**src/rtl/serializador_de_sequencia_pkg.sv**
```systemverilog
// rtl/serializador_de_sequencia_pkg.sv - shared types and constants for the serializer
package serializador_de_sequencia_pkg;

  // Serializer FSM states
  typedef enum logic [1:0] {
    ST_IDLE  = 2'd0,
    ST_SHIFT = 2'd1,
    ST_GAP   = 2'd2
  } state_t;

  // Default word width, matching the sequence width of the downstream detector
  localparam int SEQ_WIDTH = 4;

endpackage

```
**src/rtl/serializador_de_sequencia_if.sv**
```systemverilog
// rtl/serializador_de_sequencia_if.sv - word input handshake and serial output bundle
interface serializador_de_sequencia_if
  import serializador_de_sequencia_pkg::*;
#(
  parameter int WIDTH = SEQ_WIDTH
);

  logic [WIDTH-1:0] din;
  logic             din_valid;
  logic             din_ready;
  logic             out;
  logic             out_valid;
  logic             last;
  logic             busy;

  // Producer / observer side
  modport master (
    output din, din_valid,
    input  din_ready, out, out_valid, last, busy
  );

  // Serializer side
  modport slave (
    input  din, din_valid,
    output din_ready, out, out_valid, last, busy
  );

endinterface

```
**src/rtl/serializador_de_sequencia_contador_gap.sv**
```systemverilog
// rtl/serializador_de_sequencia_contador_gap.sv - loadable saturating down-counter with zero/one flags
module contador_gap #(
  parameter int CW = 2
) (
  input  logic          clk,
  input  logic          rst,
  input  logic          load,
  input  logic [CW-1:0] load_val,
  input  logic          dec,
  output logic          zero,
  output logic          one
);

  logic [CW-1:0] count;

  // Load has priority; decrement stops at zero so the counter never wraps
  always_ff @(posedge clk) begin
    if (rst) begin
      count <= '0;
    end else if (load) begin
      count <= load_val;
    end else if (dec && (count != '0)) begin
      count <= count - CW'(1);
    end
  end

  assign zero = (count == '0);
  assign one  = (count == CW'(1));

endmodule

```
**src/rtl/serializador_de_sequencia.sv**
```systemverilog
// rtl/serializador_de_sequencia.sv - parallel-to-serial stage feeding the sequence detector
module serializador_de_sequencia
  import serializador_de_sequencia_pkg::*;
#(
  parameter int WIDTH     = SEQ_WIDTH,
  parameter int GAP       = 0,
  parameter int MSB_FIRST = 1
) (
  input logic                        clk,
  input logic                        rst,
  serializador_de_sequencia_if.slave bus
);

  localparam int BW = $clog2(WIDTH);

  state_t           state, state_n;
  logic [WIDTH-1:0] shreg, shreg_n;
  logic             out_q, out_n;
  logic             valid_q, valid_n;
  logic             last_q, last_n;
  logic             accept;
  logic             bit_zero, bit_one, bit_dec;
  logic             gap_one;

  // Bit that leaves the word first
  function automatic logic head(input logic [WIDTH-1:0] w);
    return (MSB_FIRST != 0) ? w[WIDTH-1] : w[0];
  endfunction

  // Word with its leading bit consumed
  function automatic logic [WIDTH-1:0] advance(input logic [WIDTH-1:0] w);
    return (MSB_FIRST != 0) ? {w[WIDTH-2:0], 1'b0} : {1'b0, w[WIDTH-1:1]};
  endfunction

  // Ready comes from registered state only: idle, or final bit of a word when streaming
  assign bus.din_ready = (state == ST_IDLE) ||
                         ((state == ST_SHIFT) && bit_zero && (GAP == 0));
  assign accept        = bus.din_valid && bus.din_ready;

  // Next state and next registered outputs; an accept overrides the end-of-word path
  always_comb begin
    state_n = state;
    shreg_n = shreg;
    out_n   = 1'b0;
    valid_n = 1'b0;
    last_n  = 1'b0;
    bit_dec = 1'b0;
    case (state)
      ST_IDLE: begin
      end
      ST_SHIFT: begin
        if (!bit_zero) begin
          out_n   = head(shreg);
          shreg_n = advance(shreg);
          valid_n = 1'b1;
          last_n  = bit_one;
          bit_dec = 1'b1;
        end else if (GAP > 0) begin
          state_n = ST_GAP;
        end else begin
          state_n = ST_IDLE;
        end
      end
      ST_GAP: begin
        if (gap_one) begin
          state_n = ST_IDLE;
        end
      end
      default: state_n = ST_IDLE;
    endcase
    if (accept) begin
      state_n = ST_SHIFT;
      out_n   = head(bus.din);
      shreg_n = advance(bus.din);
      valid_n = 1'b1;
      last_n  = 1'b0;
    end
  end

  // State register
  always_ff @(posedge clk) begin
    if (rst) begin
      state <= ST_IDLE;
    end else begin
      state <= state_n;
    end
  end

  // Shift register and registered serial outputs
  always_ff @(posedge clk) begin
    if (rst) begin
      shreg   <= '0;
      out_q   <= 1'b0;
      valid_q <= 1'b0;
      last_q  <= 1'b0;
    end else begin
      shreg   <= shreg_n;
      out_q   <= out_n;
      valid_q <= valid_n;
      last_q  <= last_n;
    end
  end

  // Bits still held in the shift register after the one on out
  contador_gap #(.CW(BW)) u_bit_cnt (
    .clk      (clk),
    .rst      (rst),
    .load     (accept),
    .load_val (BW'(WIDTH - 1)),
    .dec      (bit_dec),
    .zero     (bit_zero),
    .one      (bit_one)
  );

  if (GAP > 0) begin : g_gap
    localparam int GW = $clog2(GAP + 1);
    logic gap_zero, gap_load, gap_dec;
    assign gap_load = (state == ST_SHIFT) && (state_n == ST_GAP);
    assign gap_dec  = (state == ST_GAP) && !gap_zero;
    // Idle cycles left in the gap, including the current one
    contador_gap #(.CW(GW)) u_gap_cnt (
      .clk      (clk),
      .rst      (rst),
      .load     (gap_load),
      .load_val (GW'(GAP)),
      .dec      (gap_dec),
      .zero     (gap_zero),
      .one      (gap_one)
    );
  end else begin : g_nogap
    assign gap_one = 1'b1;
  end

  assign bus.out       = out_q;
  assign bus.out_valid = valid_q;
  assign bus.last      = last_q;
  assign bus.busy      = (state != ST_IDLE);

endmodule

```
**src/flat_wrapper.sv**
```systemverilog
// flat-port wrapper written by rule: the top's interface ports become plain ports
module serializador_de_sequencia_flat import serializador_de_sequencia_pkg::*;
#(
  parameter int WIDTH     = SEQ_WIDTH,
  parameter int GAP       = 0,
  parameter int MSB_FIRST = 1
)
  (clk, rst, bus_din, bus_din_valid, bus_din_ready, bus_out, bus_out_valid, bus_last, bus_busy);
  serializador_de_sequencia_if #(.WIDTH(WIDTH)) bus_i ();
  input logic clk;
  input logic rst;
  input wire logic [$bits(bus_i.din)-1:0] bus_din;
  input wire logic [$bits(bus_i.din_valid)-1:0] bus_din_valid;
  output wire logic [$bits(bus_i.din_ready)-1:0] bus_din_ready;
  output wire logic [$bits(bus_i.out)-1:0] bus_out;
  output wire logic [$bits(bus_i.out_valid)-1:0] bus_out_valid;
  output wire logic [$bits(bus_i.last)-1:0] bus_last;
  output wire logic [$bits(bus_i.busy)-1:0] bus_busy;
  assign bus_i.din = bus_din;
  assign bus_i.din_valid = bus_din_valid;
  assign bus_din_ready = bus_i.din_ready;
  assign bus_out = bus_i.out;
  assign bus_out_valid = bus_i.out_valid;
  assign bus_last = bus_i.last;
  assign bus_busy = bus_i.busy;
  serializador_de_sequencia #(.WIDTH(WIDTH), .GAP(GAP), .MSB_FIRST(MSB_FIRST)) u_core (.clk(clk), .rst(rst), .bus(bus_i));
endmodule
```
**config.mk**
```make
export PLATFORM = sky130hd
export DESIGN_NAME = serializador_de_sequencia_flat
export DESIGN_NICKNAME = d
export VERILOG_FILES = /design/src/rtl/serializador_de_sequencia_pkg.sv /design/src/rtl/serializador_de_sequencia_if.sv /design/src/rtl/serializador_de_sequencia_contador_gap.sv /design/src/rtl/serializador_de_sequencia.sv /design/src/flat_wrapper.sv
export SDC_FILE = /design/constraint.sdc
export NUM_CORES = 1
export LEC_CHECK = 0
export ABC_AREA = 1
export CAP_MARGIN = 0
export CORE_AREA = 2 2 39 41
export CTS_CLUSTER_SIZE = 28
export DETAILED_ROUTE_END_ITERATION = 16
export DIE_AREA = 0 0 41 43
export MAX_ROUTING_LAYER = met4
export SLEW_MARGIN = 20
export SYNTH_ARGS = -nofsm -noshare
export SYNTH_HDL_FRONTEND = slang
export SYNTH_SLANG_ARGS = --single-unit
```
**constraint.sdc**
```tcl
create_clock -name clk -period 1.1 [get_ports clk]
set_clock_uncertainty 0.15 [all_clocks]
set_input_delay 0.22 -clock clk [delete_from_list [all_inputs] [get_ports clk]]
set_output_delay 0.22 -clock clk [all_outputs]
set_load 0.005 [all_outputs]
```
==> results.json, run 1 <==
{
  "rr_worst_depth": 9,
  "ir_drop_mv": 0.461,
  "place_ws_ns": -0.343,
  "syn_nets": 56,
  "drive_gt1_frac": 0.457,
  "yosys-top-cells-area": "dfxtp_1 (48%), nand3_1 (11%), nand2_1 (9.1%), inv_1 (7.1%), ha_1 (6.7%)",
  "arrival_ns": 1.00,
  "grt_max_degree": 9,
  "drt_first_iter_violations": 2,
  "critPathKind": "reg2out",
  "startpoint_type": "flop",
  "yosysSeqAreaShare": 0.485,
  "ys.flop_type": "dfxtp_1",
  "viasPerCell": 4.14,
  "setup_violations": 9,
  "dp_hpwl_um": 600,
  "vias": 356,
  "syn2layout_area_growth_pct": 65.7,
  "violations": "negative setup slack",
  "io_pins": 12,
  "gp_congestion": 0.675,
  "grt_usage": 0.124,
  "async_reset_ff_frac": 0,
  "synthTopCellsByCount": "dfxtp_1 (9), nand2_1 (9), nand3_1 (8)",
  "cts_sinks": 9,
  "clk_latency_ns": 0.26,
  "tightest_slew_ns": 0.239,
  "clk_path_buf_depth": 2,
  "final_max_slew_viol_count": 0,
  "critPathCapture": "bus_din_ready",
  "yosys.area.top_type": "dfxtp_1",
  "core-area_um2": 1380,
  "fin_ws_ns": -0.271,
  "worstSetupEndpointType": "output pin",
  "hold_violations": 0,
  "hold_path.class": "reg2reg",
  "syn_avg_cell_area_um2": 7.91,
  "die_x_um": 41,
  "yosys_warnings": 0,
  "cts_root_buffer": "clkbuf_4",
  "synth_edf_count": 0,
  "placementRows": 14,
  "wl_um": 800,
  "dp_cells": 80,
  "antenna_cells": 0,
  "p_per_area_nw_per_um2": 1300,
  "grt_pass1_vias": 337,
  "crit_start": "u_core.u_bit_cnt.count[0]",
  "critPathMaxFanout": 2,
  "overflow": 0,
  "remaining_drc_errors": 0,
  "wl_per_cell_um": 9.30,
  "grt_first_pass_wirelength_um": 1370,
  "cp_data_required_time_ns": 0.73,
  "leakage_nw": 0.291,
  "timing.final.crit_share": 1.25,
  "hold_ws_ns": 0.314,
  "drt_first_pass_iters": 5,
  "cap_violations": 0,
  "initial_core_util": 0.269,
  "cts_tree": "yes",
  "r2r_slack_ns": -0.18,
  "power.total_mw": 0.801,
  "status": "finished, violations left",
  "dieArea_um2": 1760,
  "max_freq_ghz": 0.730,
  "min_period_ns": 1.37,
  "cts.htree.levels": 1,
  "layoutNonFillerInstCount": 86,
  "yosysUniqueCellTypes": 12,
  "synth_area_um2": 372,
  "r2r-start": "u_core.u_bit_cnt.count[0]",
  "synth_cells": 47,
  "yosys_register_bits": 9,
  "antenna_found_initial": 0,
  "clk_pin_slew_ns": 0.06,
  "port_buffers": 11,
  "relSlewSlack": 0.840,
  "rsz0062_at_grt": "true",
  "r2r_end": "u_core.shreg[3]",
  "nNetsFinal": 80,
  "ant_nets": 0,
  "yosys.area.top_type_share": 0.485,
  "die_h_um": 43,
  "cts_buffers": 3
}
==> sequential cells by signal, summed over array words and instances, names as in the netlist <==
| name | cells |
|---|---|
| u_core.bus.out_valid | 1 |
| u_core.u_bit_cnt.count | 2 |
| u_core.shreg | 3 |
| u_core.state | 1 |
| u_core.bus.out | 1 |
| u_core.bus.last | 1 |
==> layout make-up <==
cell class	count	area [µm²]
Clock buffer	4	26.3
Sequential cell	9	183
Tap cell	16	20.0
Multi-Input combinational cell	30	205
Fill cell	140	768
Inverter	8	30.0
Timing Repair Buffer	19	151
==> critical path: stages, from the launching register on <==
cell and delay, ns:
dfxtp_2 0.33, inv_2 0.05, ha_4 0.15, inv_2 0.06, nand2_4 0.04, buf_6 0.10
==> power breakdown <==
part / switching, mW / internal (mW)
Clock: 0.120 / 0.140
Combinational: 0.0863 / 0.0960
Sequential: 0.00909 / 0.350
Total: 0.215 / 0.586
==> worst min-delay path by stage <==
stage,slack (ns),startpoint,depth (start not counted),to
CTS,0.32,u_core.shreg[1],2,u_core.shreg[1]
global placement,0.31,u_core.shreg[1],2,u_core.shreg[1]
finish,0.31,u_core.shreg[3],2,u_core.bus.out
detailed placement,0.31,u_core.shreg[1],2,u_core.shreg[1]
floorplan,0.13,rst,1,u_core.shreg[1]
global route,0.34,u_core.shreg[3],2,u_core.bus.out
==> cell families after synthesis <==
kind of cell    Yosys count  share of synthesized area
simple gates             23                      0.279
flops                     9                      0.485
buf+inv                   8                     0.0808
compound gates            5                     0.0875
fa+ha+maj                 2                     0.0673
==> what timing repair did <==
action,4_1_cts,5_1_grt
hold buffers,0,0
cloned,0,0
pin swaps,2,0
gates resized for setup,23,1
setup buffers,2,0
endpoints found under the setup margin,14,10
==> placed cells by master (no fill, tap or decap) <==
cell type / instances
nor2_2: 1
nand2_4: 1
ha_1: 1
nand2_1: 9
dfxtp_2: 2
buf_6: 1
o21ai_2: 1
inv_2: 4
a21oi_1: 2
buf_4: 8
buf_2: 4
nor2_4: 2
nor2_1: 2
dfxtp_1: 7
nand3_1: 6
ha_4: 1
clkbuf_4: 3
nand3_2: 2
clkbuf_1: 1
inv_1: 4
a21oi_2: 2
clkdlybuf4s50_1: 6
==> layer usage <==
| metal | global-route usage | vias up | part of all wire |
|---|---|---|---|
| met3 | 0.0471 | 5 | 0.058 |
| met2 | 0.156 | 12 | 0.45 |
| met1 | 0.141 | 146 | 0.45 |
| li1 | - | 193 | - |
| met4 | 0.120 | 0 | 0.046 |
| met5 | - | - | 0 |
==> stage by stage <==
step | setup TNS, ns | area [µm²] | util
CTS | -1.39 | 613 | 0.443
detailed placement | -2.66 | 586 | 0.423
finish | -1.32 | 616 | 0.445
global route | -2.04 | 616 | 0.445
floorplan | -0.0399 | 410 | -
global placement | -2.57 | 586 | 0.423
No activity file was read; power rests on OpenSTA's default activity.
==> run 2, diff against run 1 <==
- CORE_AREA: 2 2 39 41 -> 5 5 42 44
- DIE_AREA: 0 0 41 43 -> 0 0 47 49
- HOLD_SLACK_MARGIN: default -> 0.05
- SETUP_SLACK_MARGIN: default -> 0.05
==> results.json, run 2 (same netlist as run 1, synthesis figures left out) <==
{
  "syn2layout_area_growth_pct": 71.7,
  "cts_tree": "yes",
  "rsz0062_at_grt": "true",
  "use_met3": 0.0369,
  "fin_util": 0.455,
  "tightest_slew_ns": 0.292,
  "r2r_slack_ns": -0.19,
  "grt_max_degree": 9,
  "leakage_nw": 0.305,
  "cts.htree.levels": 1,
  "slowest_delay_ns": 0.33,
  "path_cells": "inv_2, ha_4, inv_2, nand2_4, buf_6",
  "drt_first_pass_iters": 2,
  "critPathKind": "reg2out",
  "largest_reg_flops": 3,
  "nNetsFinal": 82,
  "power.total_mw": 0.816,
  "antenna_cells": 0,
  "met2_usage": 0.115,
  "violations": "negative setup slack",
  "hold_violations": 0,
  "timing.final.crit_share": 1.25,
  "place_ws_ns": -0.362,
  "arrival_ns": 1.00,
  "cap_violations": 0,
  "cts_root_buffer": "clkbuf_4",
  "overflow": 0,
  "status": "finished, violations left",
  "cp_top_family": "flip-flops",
  "crit_start": "u_core.u_bit_cnt.count[0]",
  "fin_ws_ns": -0.271,
  "viasPerCell": 4.28,
  "initial_core_util": 0.265,
  "clk_latency_ns": 0.27,
  "startpoint_type": "flop",
  "p_per_area_nw_per_um2": 1280,
  "cts_sinks": 9,
  "setup_violations": 9,
  "clk_pin_slew_ns": 0.07,
  "crit_cells": 5,
  "crit_top_cell": "inv_2",
  "post_dp_cell_area_um2": 593,
  "placementRows": 14,
  "die_x_um": 47,
  "finalInstanceArea_um2": 638,
  "crit_buf_inv": 3,
  "grt-busiest-layer": "met1",
  "final_max_slew_viol_count": 0,
  "min_period_ns": 1.37,
  "wl_um": 871,
  "die_h_um": 49,
  "reg.largest.list": "u_core.shreg: 3 flops, u_core.u_bit_cnt.count: 2 flops",
  "gp_congestion": 0.738,
  "dieArea_um2": 2300,
  "crit_slowest_cell": "dfxtp_2",
  "relSlewSlack": 0.805,
  "postCtsHoldBufs": 0,
  "core-area_um2": 1400,
  "grt_usage": 0.0897,
  "regMostFlops": "u_core.shreg",
  "ant_nets": 0,
  "r2r_end": "u_core.shreg[2]",
  "vias": 377,
  "io_pins": 12,
  "dp_hpwl_um": 649,
  "rr_worst_depth": 8,
  "worstSetupEndpointType": "output pin",
  "critPathMaxFanout": 2,
  "grt_util_met1": 0.119,
  "ir_drop_mv": 0.641,
  "grt_first_pass_wirelength_um": 1470,
  "clk_path_buf_depth": 2,
  "max_freq_ghz": 0.730,
  "antenna_found_initial": 0,
  "drive_gt1_frac": 0.514,
  "grt_pass1_vias": 348,
  "remaining_drc_errors": 0,
  "final_common_cell": "buf_4",
  "cp_data_required_time_ns": 0.73,
  "r2r-start": "u_core.u_bit_cnt.count[0]",
  "hold_ws_ns": 0.318,
  "cts_buffers": 3,
  "critPathCapture": "bus_din_ready",
  "hold_path.class": "reg2reg",
  "wl_per_cell_um": 9.90,
  "port_buffers": 11,
  "layout_common_cells": "buf_4 (10), nand2_1 (7), dfxtp_1 (7)",
  "drt_first_iter_violations": 3
}
run 2: power breakdown:
part	internal [mW]	total [mW]	leakage (nW)	switching (mW)
sequential	0.350	0.360	0.0749	0.0101
clock	0.135	0.264	0.0177	0.130
combinational	0.103	0.192	0.212	0.0890
total	0.587	0.816	0.305	0.229
run 2: area by class of cell:
class	count	area [µm²]
Fill cell	146	763
Tap cell	16	20.0
Timing Repair Buffer	21	166
Sequential cell	9	183
Clock buffer	3	22.5
Multi-Input combinational cell	30	211
Clock inverter	1	5.00
Inverter	8	30.0
run 2: metrics by stage:
step           setup TNS (ns)  cells
3_5_place_dp            -2.96     81
2_1_floorplan         -0.0399     47
6_report                -1.46     88
3_3_place_gp            -2.75     81
5_1_grt                 -2.21     88
4_1_cts                 -1.54     88
run 2: worst min-delay path by stage:
| stage | end | cells after the start | slack, ns | start |
|---|---|---|---|---|
| after floorplan | u_core.shreg[1] | 1 | 0.13 | rst |
| after global placement | u_core.shreg[1] | 2 | 0.31 | u_core.shreg[1] |
| after detailed placement | u_core.shreg[1] | 2 | 0.31 | u_core.shreg[1] |
| after CTS | u_core.bus.out | 2 | 0.32 | u_core.shreg[3] |
| after global routing | u_core.bus.out | 2 | 0.34 | u_core.shreg[3] |
| final | u_core.bus.out | 2 | 0.32 | u_core.shreg[3] |
run 2: metal layers:
metal	part of all wire	wire [µm]
met1	0.45	392
met2	0.47	408
met3	0.071	62
met4	0.0080	7
met5	0	0
run 2: worst reg2reg max path: cells and delay by family, from the launching register on:
family / cells / cell delay (ns)
buffers and inverters: 3 / 0.22
flip-flops: 1 / 0.33
AND/OR/NAND/NOR: 4 / 0.39
adder cells (fa/ha/maj): 1 / 0.15
run 2: repair_timing:
| action | 4_1_cts | 5_1_grt |
|---|---|---|
| resized for setup | 23 | 3 |
| setup endpoints to repair | 14 | 14 |
| setup buffers | 3 | 0 |
| gates cloned | 0 | 0 |
| pin swaps | 6 | 2 |
